## config.mk

```make
export PLATFORM = sky130hd
export DESIGN_NAME = ifetch_queue
export DESIGN_NICKNAME = d
export VERILOG_FILES = /design/src/rtl/ifetch_queue.sv
export SDC_FILE = /design/constraint.sdc
export NUM_CORES = 1
export LEC_CHECK = 0
export CORE_MARGIN = 3
export CORE_UTILIZATION = 53
export DETAILED_ROUTE_END_ITERATION = 10
export PLACE_DENSITY = 0.88
export SYNTH_ARGS = -nofsm -noshare
export SYNTH_HDL_FRONTEND = slang
export SYNTH_SLANG_ARGS = --single-unit
```

## constraint.sdc

```tcl
create_clock -name clk -period 4 [get_ports clk]
set_clock_uncertainty 0.2 [all_clocks]
set_input_delay 1 -clock clk [delete_from_list [all_inputs] [get_ports clk]]
set_output_delay 1 -clock clk [all_outputs]
set_load 0.05 [all_outputs]
```

## src/rtl/ifetch_queue.sv

```systemverilog
// Instruction prefetch stage: fetches aligned 32-bit words and splits them into halfwords.
// A 4-entry halfword queue feeds the 16-bit decoder one instruction per cycle.
module ifetch_queue #(
  parameter int              RV       = 32,
  parameter logic [RV-1:0]   RESET_PC = '0
) (
  input  logic          clk,
  input  logic          reset,
  input  logic          advance,
  input  logic          redirect,
  input  logic [RV-1:0] redirect_pc,
  output logic          imem_req,
  output logic [RV-1:0] imem_addr,
  input  logic          imem_ack,
  input  logic [31:0]   imem_rdata,
  output logic [15:0]   ins,
  output logic [RV-1:0] ins_pc,
  output logic          idone
);

  typedef enum logic [1:0] {IDLE, WAIT, DROP} state_t;

  localparam logic [RV-1:0] WORD_MASK = {{(RV-2){1'b1}}, 2'b00};
  localparam logic [RV-1:0] HW_MASK   = {{(RV-1){1'b1}}, 1'b0};
  localparam logic [RV-1:0] PC_STEP   = {{(RV-2){1'b0}}, 2'b10};
  localparam logic [RV-1:0] WORD_STEP = {{(RV-3){1'b0}}, 3'b100};

  state_t        state;
  logic [15:0]   q [4];
  logic [1:0]    head;
  logic [1:0]    tail;
  logic [2:0]    count;
  logic [RV-1:0] fetch_pc;
  logic [RV-1:0] head_pc;
  logic          skip;
  logic          push_ok;
  logic [2:0]    push_n;

  // A DROP request still occupies the bus, so imem_req covers both waiting states.
  assign imem_req = (state != IDLE);
  assign idone    = (count != 3'd0) & advance & ~redirect;
  assign ins      = q[head];
  assign ins_pc   = head_pc;
  assign push_ok  = (state == WAIT) & imem_ack & ~redirect;
  assign push_n   = push_ok ? (skip ? 3'd1 : 3'd2) : 3'd0;

  always_ff @(posedge clk) begin
    if (!reset) begin
      state     <= IDLE;
      head      <= 2'd0;
      tail      <= 2'd0;
      count     <= 3'd0;
      fetch_pc  <= RESET_PC & WORD_MASK;
      skip      <= RESET_PC[1];
      head_pc   <= RESET_PC;
      imem_addr <= '0;
    end else if (redirect) begin
      head     <= 2'd0;
      tail     <= 2'd0;
      count    <= 3'd0;
      fetch_pc <= redirect_pc & WORD_MASK;
      skip     <= redirect_pc[1];
      head_pc  <= redirect_pc & HW_MASK;
      // An in-flight request must still be completed on the bus; an ack now ends it.
      if (state != IDLE) begin
        state <= imem_ack ? IDLE : DROP;
      end
    end else begin
      count <= count + push_n - {2'b00, idone};
      if (idone) begin
        head    <= head + 2'd1;
        head_pc <= head_pc + PC_STEP;
      end
      if (push_ok) begin
        if (skip) begin
          q[tail] <= imem_rdata[31:16];
          tail    <= tail + 2'd1;
          skip    <= 1'b0;
        end else begin
          q[tail]        <= imem_rdata[15:0];
          q[tail + 2'd1] <= imem_rdata[31:16];
          tail           <= tail + 2'd2;
        end
        fetch_pc <= fetch_pc + WORD_STEP;
      end
      // Issuing only at count<=2 leaves room for a full two-halfword push.
      case (state)
        IDLE: begin
          if (count <= 3'd2) begin
            state     <= WAIT;
            imem_addr <= fetch_pc;
          end
        end
        WAIT, DROP: begin
          if (imem_ack) state <= IDLE;
        end
        default: state <= IDLE;
      endcase
    end
  end

endmodule

```

==> results of run 1 <==
[worst max path at each step]
stage / start / end / cells after the start
2_1_floorplan: redirect / count[2] / 9
6_report: flop / ins[7] / 3
5_1_grt: flop / ins[7] / 3
4_1_cts: flop / ins[7] / 3
3_5_place_dp: imem_ack / count[2] / 10
3_3_place_gp: imem_ack / count[2] / 10
[report_power, final]
group,internal (W),total (W),switching (W)
sequential,0.00183,0.00190,0.0000696
combinational,0.000220,0.000530,0.000310
clock,0.00104,0.00173,0.000685
[flip-flops by register name, indices dropped and copies added (netlist names), named ones only]
| register | flops |
|---|---|
| tail | 2 |
| head | 2 |
| count | 3 |
| fetch_pc | 30 |
| state | 2 |
| q | 64 |
| ins_pc | 31 |
| skip | 1 |
| imem_addr | 30 |
[placed cells by master (no fill, tap or decap), drive strengths merged, types with 16 or more instances in the layout]
| cell | netlist | routed |
|---|---|---|
| nor2 | 28 | 28 |
| clkbuf | 29 | 17 |
| nand2 | 97 | 97 |
| xor2 | 35 | 35 |
| nand3 | 30 | 30 |
| mux2 | 64 | 64 |
| buf | 11 | 24 |
| nand4 | 18 | 18 |
| xnor2 | 27 | 27 |
| mux4 | 16 | 16 |
| clkdlybuf4s50 | 0 | 144 |
| edfxtp | 64 | 64 |
| dfxtp | 103 | 103 |
| a21oi | 58 | 58 |
| a21boi | 30 | 30 |
| o21ai | 41 | 41 |
[critical path, stage by stage, from the launching register on]
cell and delay [ps]:
dfxtp_1 310, buf_4 310, mux4_2 560, clkdlybuf4s50_1 740
[metal layers]
| layer | part of all wire | vias to the layer above | wire, um |
|---|---|---|---|
| met5 | 0.00035 | - | 7 |
| met4 | 0.025 | 2 | 499 |
| met3 | 0.066 | 43 | 1320 |
| met2 | 0.51 | 209 | 10300 |
| met1 | 0.40 | 2988 | 7970 |
| li1 | - | 2985 | - |
[cell type report]
type / count / share of cell area
inverter: 12 / 0.00436
clock inverter: 15 / 0.0191
timing repair buffer: 168 / 0.159
sequential: 167 / 0.385
multi-input combinational: 526 / 0.369
tap: 184 / 0.0223
clock buffer: 17 / 0.0412
[per-stage QoR]
step / hold WS [ps] / worst slack [ps]
2_1_floorplan: 253 / 534
3_3_place_gp: 253 / 464
3_5_place_dp: 258 / 456
4_1_cts: 267 / 393
5_1_grt: 297 / 347
6_report: 261 / 433
[cell families after synthesis]
family | Yosys count | share of synthesized area
simple gates | 225 | 0.145
xor+xnor | 62 | 0.0678
compound gates | 141 | 0.102
flops | 167 | 0.497
other cells | 1 | 0.000468
fa+ha+maj | 14 | 0.0228
mux | 81 | 0.136
buf+inv | 52 | 0.0277
==> run summary, run 1 <==
status -> finished, final reports clean
vias in the first global route -> 6405
clk slew on worst S/H paths -> 60 ps
worst hold path class -> reg -> reg
initial detailed-routing violation count -> 408
Num CTS Buffers -> 17
final hold vios -> 0
Starting Density -> 0.547
# diodes -> 0
GRT met3 Usage -> 0.0693
Die X -> 129 um
Relative slew margins -> 0.249
global-route wire length before repair -> 31.9 mm
Power, Total -> 0.00416 W
fin crit period -> 3570 ps
max cap viols -> 0
Synth top area share -> 0.258
Multi-input gate area -> 3810 um^2
via count -> 6227
initial antenna violation count -> 1
RSZ-0062 raised after global routing -> false
fillcell total -> 1036
post-route cell area -> 10300 um^2
Data required, critical path -> 2800 ps
row cnt -> 44
Final Wtd Congestion -> 0.915
IO Port Bufs -> 146
Worst EP arrival -> 2370 ps
asr flop ratio synth -> 0
Peak VDD IR -> 0.000294 V
half-perimeter wire length after placement -> 14.1 mm
placed cells -> 1057
Remaining DRCs -> 0
Pre-antenna DRT Iters -> 4
Non-Filler Instances -> 1089
worst hold stages -> 2
global route overflow -> 0
CTS Root Cell -> clkbuf_16
end of the worst hold path -> imem_addr[21]
setup_tns -> 0 ps
ratio of cells with drive above 1 in the final layout -> 0.168
hold_sp -> imem_addr[21]
cts-stage hold buffer count -> 0
kind of critical path -> reg -> out
clk sinks -> 167
post-cts sizing count -> 0
Synth Register Bits -> 167
met1 Track Usage GR -> 0.287
final period utilization -> 0.892
TritonCTS clock tree -> yes
core area -> 14600 um^2
synth top area cells -> dfxtp_1 26%, edfxtp_1 24%, mux2_2 9.0%
GRT Resource Usage Total -> 0.246
Synth Area per Inst -> 10.8 um^2
r2r endpoint -> count[2]
Cells after Synth -> 743
Syn-to-layout area delta -> 29.1%
M2 GR Usage -> 0.429
Least-Margin Pin Slew -> 1110 ps
full die area -> 16600 um^2
worst-path maximum fanout -> 16
sequential share of the synthesized area -> 0.498
register-to-register setup slack -> 1070 ps
most numerous cell in the Yosys netlist -> dfxtp_1
mapped cell area -> 8010 um^2
NumNets Final -> 975
IO Pins -> 151
WL per Instance -> 18.5 um
Most Crowded Layer GR -> met2
Clock Latency Late Sink -> 430 ps
DR vias/cell -> 5.72
largest net degree at the start of global routing -> 71
# setup viols final -> 0
Worst R2R Path Depth -> 9
pins over their slew limit -> 0
Unique masters post-synth -> 49
max frequency -> 0.280 GHz
Synthesis Warnings -> 0
final wirelength -> 20.1 mm
Synth top cells by count -> 103 x dfxtp_1, 97 x nand2_1, 64 x edfxtp_1, 64 x mux2_2, 58 x a21oi_1
post-route ant nets -> 0
area leader, netlist -> dfxtp_1
CP Launch Type -> flop
Max Buffers Root-to-Sink -> 2
final core occ -> 0.706
setup bufs post-CTS -> 0
Post-synth EDFFs -> 64
register area -> 3980 um^2
H-tree Lvls -> 4
Pleak -> 3.50 nW
PwrDens -> 402 nW/um^2
commonest register cell after synthesis -> dfxtp_1
Critical Path Sink Type -> output port
reg2reg start -> count[0]
Die Height -> 129 um
post-place instance area -> 9710 um^2
(Power assumes the default switching activity.)
==> run 2: changes to the inputs <==
- CTS_CLUSTER_DIAMETER: default -> 100
- GPL_TIMING_DRIVEN: default -> 0
- PLACE_DENSITY: 0.88 -> 0.86
==> run 2 against run 1 <==
Count of clock-buffer cells in the layout up 8. Non-clock buffer count rose by 16. Critical endpoint is now idone. Sequential share of layout area hardly changed. Largest power group unchanged. Die area is the same.
==> run summary, run 2 (synthesis gave the netlist of run 1 again) <==
status -> finished, final reports clean
post-route cell area -> 10300 um^2
Die X -> 129 um
half-perimeter wire length after placement -> 14.8 mm
final hold vios -> 0
Critical Path Sink Type -> output port
NumNets Final -> 991
met1 Track Usage GR -> 0.295
post-place instance area -> 9710 um^2
largest register by flop count -> q
initial antenna violation count -> 0
DR vias/cell -> 5.82
initial detailed-routing violation count -> 478
Die Height -> 129 um
Least-Margin Pin Slew -> 1130 ps
GRT met3 Usage -> 0.0614
worst hold stages -> 2
Most Crowded Layer GR -> met2
Pre-antenna DRT Iters -> 7
hold_sp -> imem_addr[30]
worst-path cell chain -> clkdlybuf4s50_1 > o31ai_1 > nor2_1 > clkdlybuf4s15_1
largest net degree at the start of global routing -> 17
max frequency -> 0.257 GHz
worst hold path class -> reg -> reg
placed cells -> 1074
Remaining DRCs -> 0
# setup viols final -> 0
kind of critical path -> in -> out
TritonCTS clock tree -> yes
Starting Density -> 0.547
row cnt -> 44
Final Wtd Congestion -> 0.889
global route overflow -> 0
WL per Instance -> 18.9 um
IO Pins -> 151
RSZ-0062 raised after global routing -> false
pins over their slew limit -> 0
Num CTS Buffers -> 17
hold_ws -> 262 ps
Worst Setup SP -> advance
max cap viols -> 0
clk sinks -> 167
Crit-path slowest cell -> clkdlybuf4s15_1
vias in the first global route -> 6434
final setup margin -> 115 ps
Relative slew margins -> 0.240
Data required, critical path -> 2800 ps
Non-Filler Instances -> 1105
Power, Total -> 0.00410 W
full die area -> 16600 um^2
most frequent cells in the layout -> 144 x clkdlybuf4s50_1, 102 x dfxtp_1, 97 x nand2_1
H-tree Lvls -> 4
clk slew on worst S/H paths -> 60 ps
Max Buffers Root-to-Sink -> 2
# diodes -> 0
via count -> 6429
Setup WS pre-CTS -> -179 ps
CP Launch Type -> primary input
ratio of cells with drive above 1 in the final layout -> 0.153
Worst R2R Path Depth -> 9
Clock Latency Late Sink -> 430 ps
worst-path maximum fanout -> 7
GRT Resource Usage Total -> 0.254
CTS Root Cell -> clkbuf_16
core area -> 14600 um^2
global-route wire length before repair -> 32.5 mm
Syn-to-layout area delta -> 29.0%
post-route ant nets -> 0
final period utilization -> 0.971
cts-stage hold buffer count -> 0
M2 GR Usage -> 0.444
max reg flops -> 64
fin crit period -> 3890 ps
crit-path max cell delay -> 560 ps
PwrDens -> 397 nW/um^2
reg2reg start -> count[0]
final wirelength -> 20.9 mm
IO Port Bufs -> 145
Peak VDD IR -> 0.000324 V
Worst EP arrival -> 2690 ps
commonest non-fill, non-tap cell in the layout -> clkdlybuf4s50_1
Pleak -> 3.48 nW
==> run 2: metrics by stage <==
stage / TNS, ps / util
2_1_floorplan: 0 / -
3_3_place_gp: -3850 / 0.662
3_5_place_dp: -527 / 0.663
4_1_cts: 0 / 0.705
5_1_grt: 0 / 0.705
6_report: 0 / 0.705
==> run 2: cell type report <==
cell class / instances / area [um^2]
inverters: 12 / 45.0
flip-flops and latches: 167 / 3990
fillers: 1074 / 4320
clock inverters: 7 / 50.0
well taps: 184 / 230
multi-input cells: 526 / 3820
plain buffers: 39 / 176
clock buffers: 25 / 571
repair buffers: 145 / 1450
==> run 2: layer usage <==
layer / share of wire / up-vias
met5: 0 / -
met4: 0.028 / 0
met3: 0.080 / 42
met2: 0.50 / 270
met1: 0.39 / 3099
li1: - / 3018
==> run 2: critical path, delay by kind of cell <==
kind | cells | cell delay, ps
buf+inv | 2 | 1100
compound gates | 1 | 220
simple gates | 1 | 360
==> run 2: worst paths after layout <==
| path | to | slack (ps) |
|---|---|---|
| hold reg to reg | imem_addr[30] | 260 |
| hold / removal | imem_addr[30] | 260 |
| setup reg to reg | count[2] | 1010 |
| setup / recovery | idone | 110 |
==> run 2: power by group <==
part | leakage (nW) | internal [W] | total, W | switching, W
Combinational | 1.76 | 0.000217 | 0.000533 | 0.000316
Clock | 0.300 | 0.000995 | 0.00167 | 0.000675
Sequential | 1.42 | 0.00183 | 0.00190 | 0.0000721
==> run 2: timing repair <==
item	CTS	global route
setup endpoints to repair	11	4
resized for setup	3	2
buffers inserted	0	0
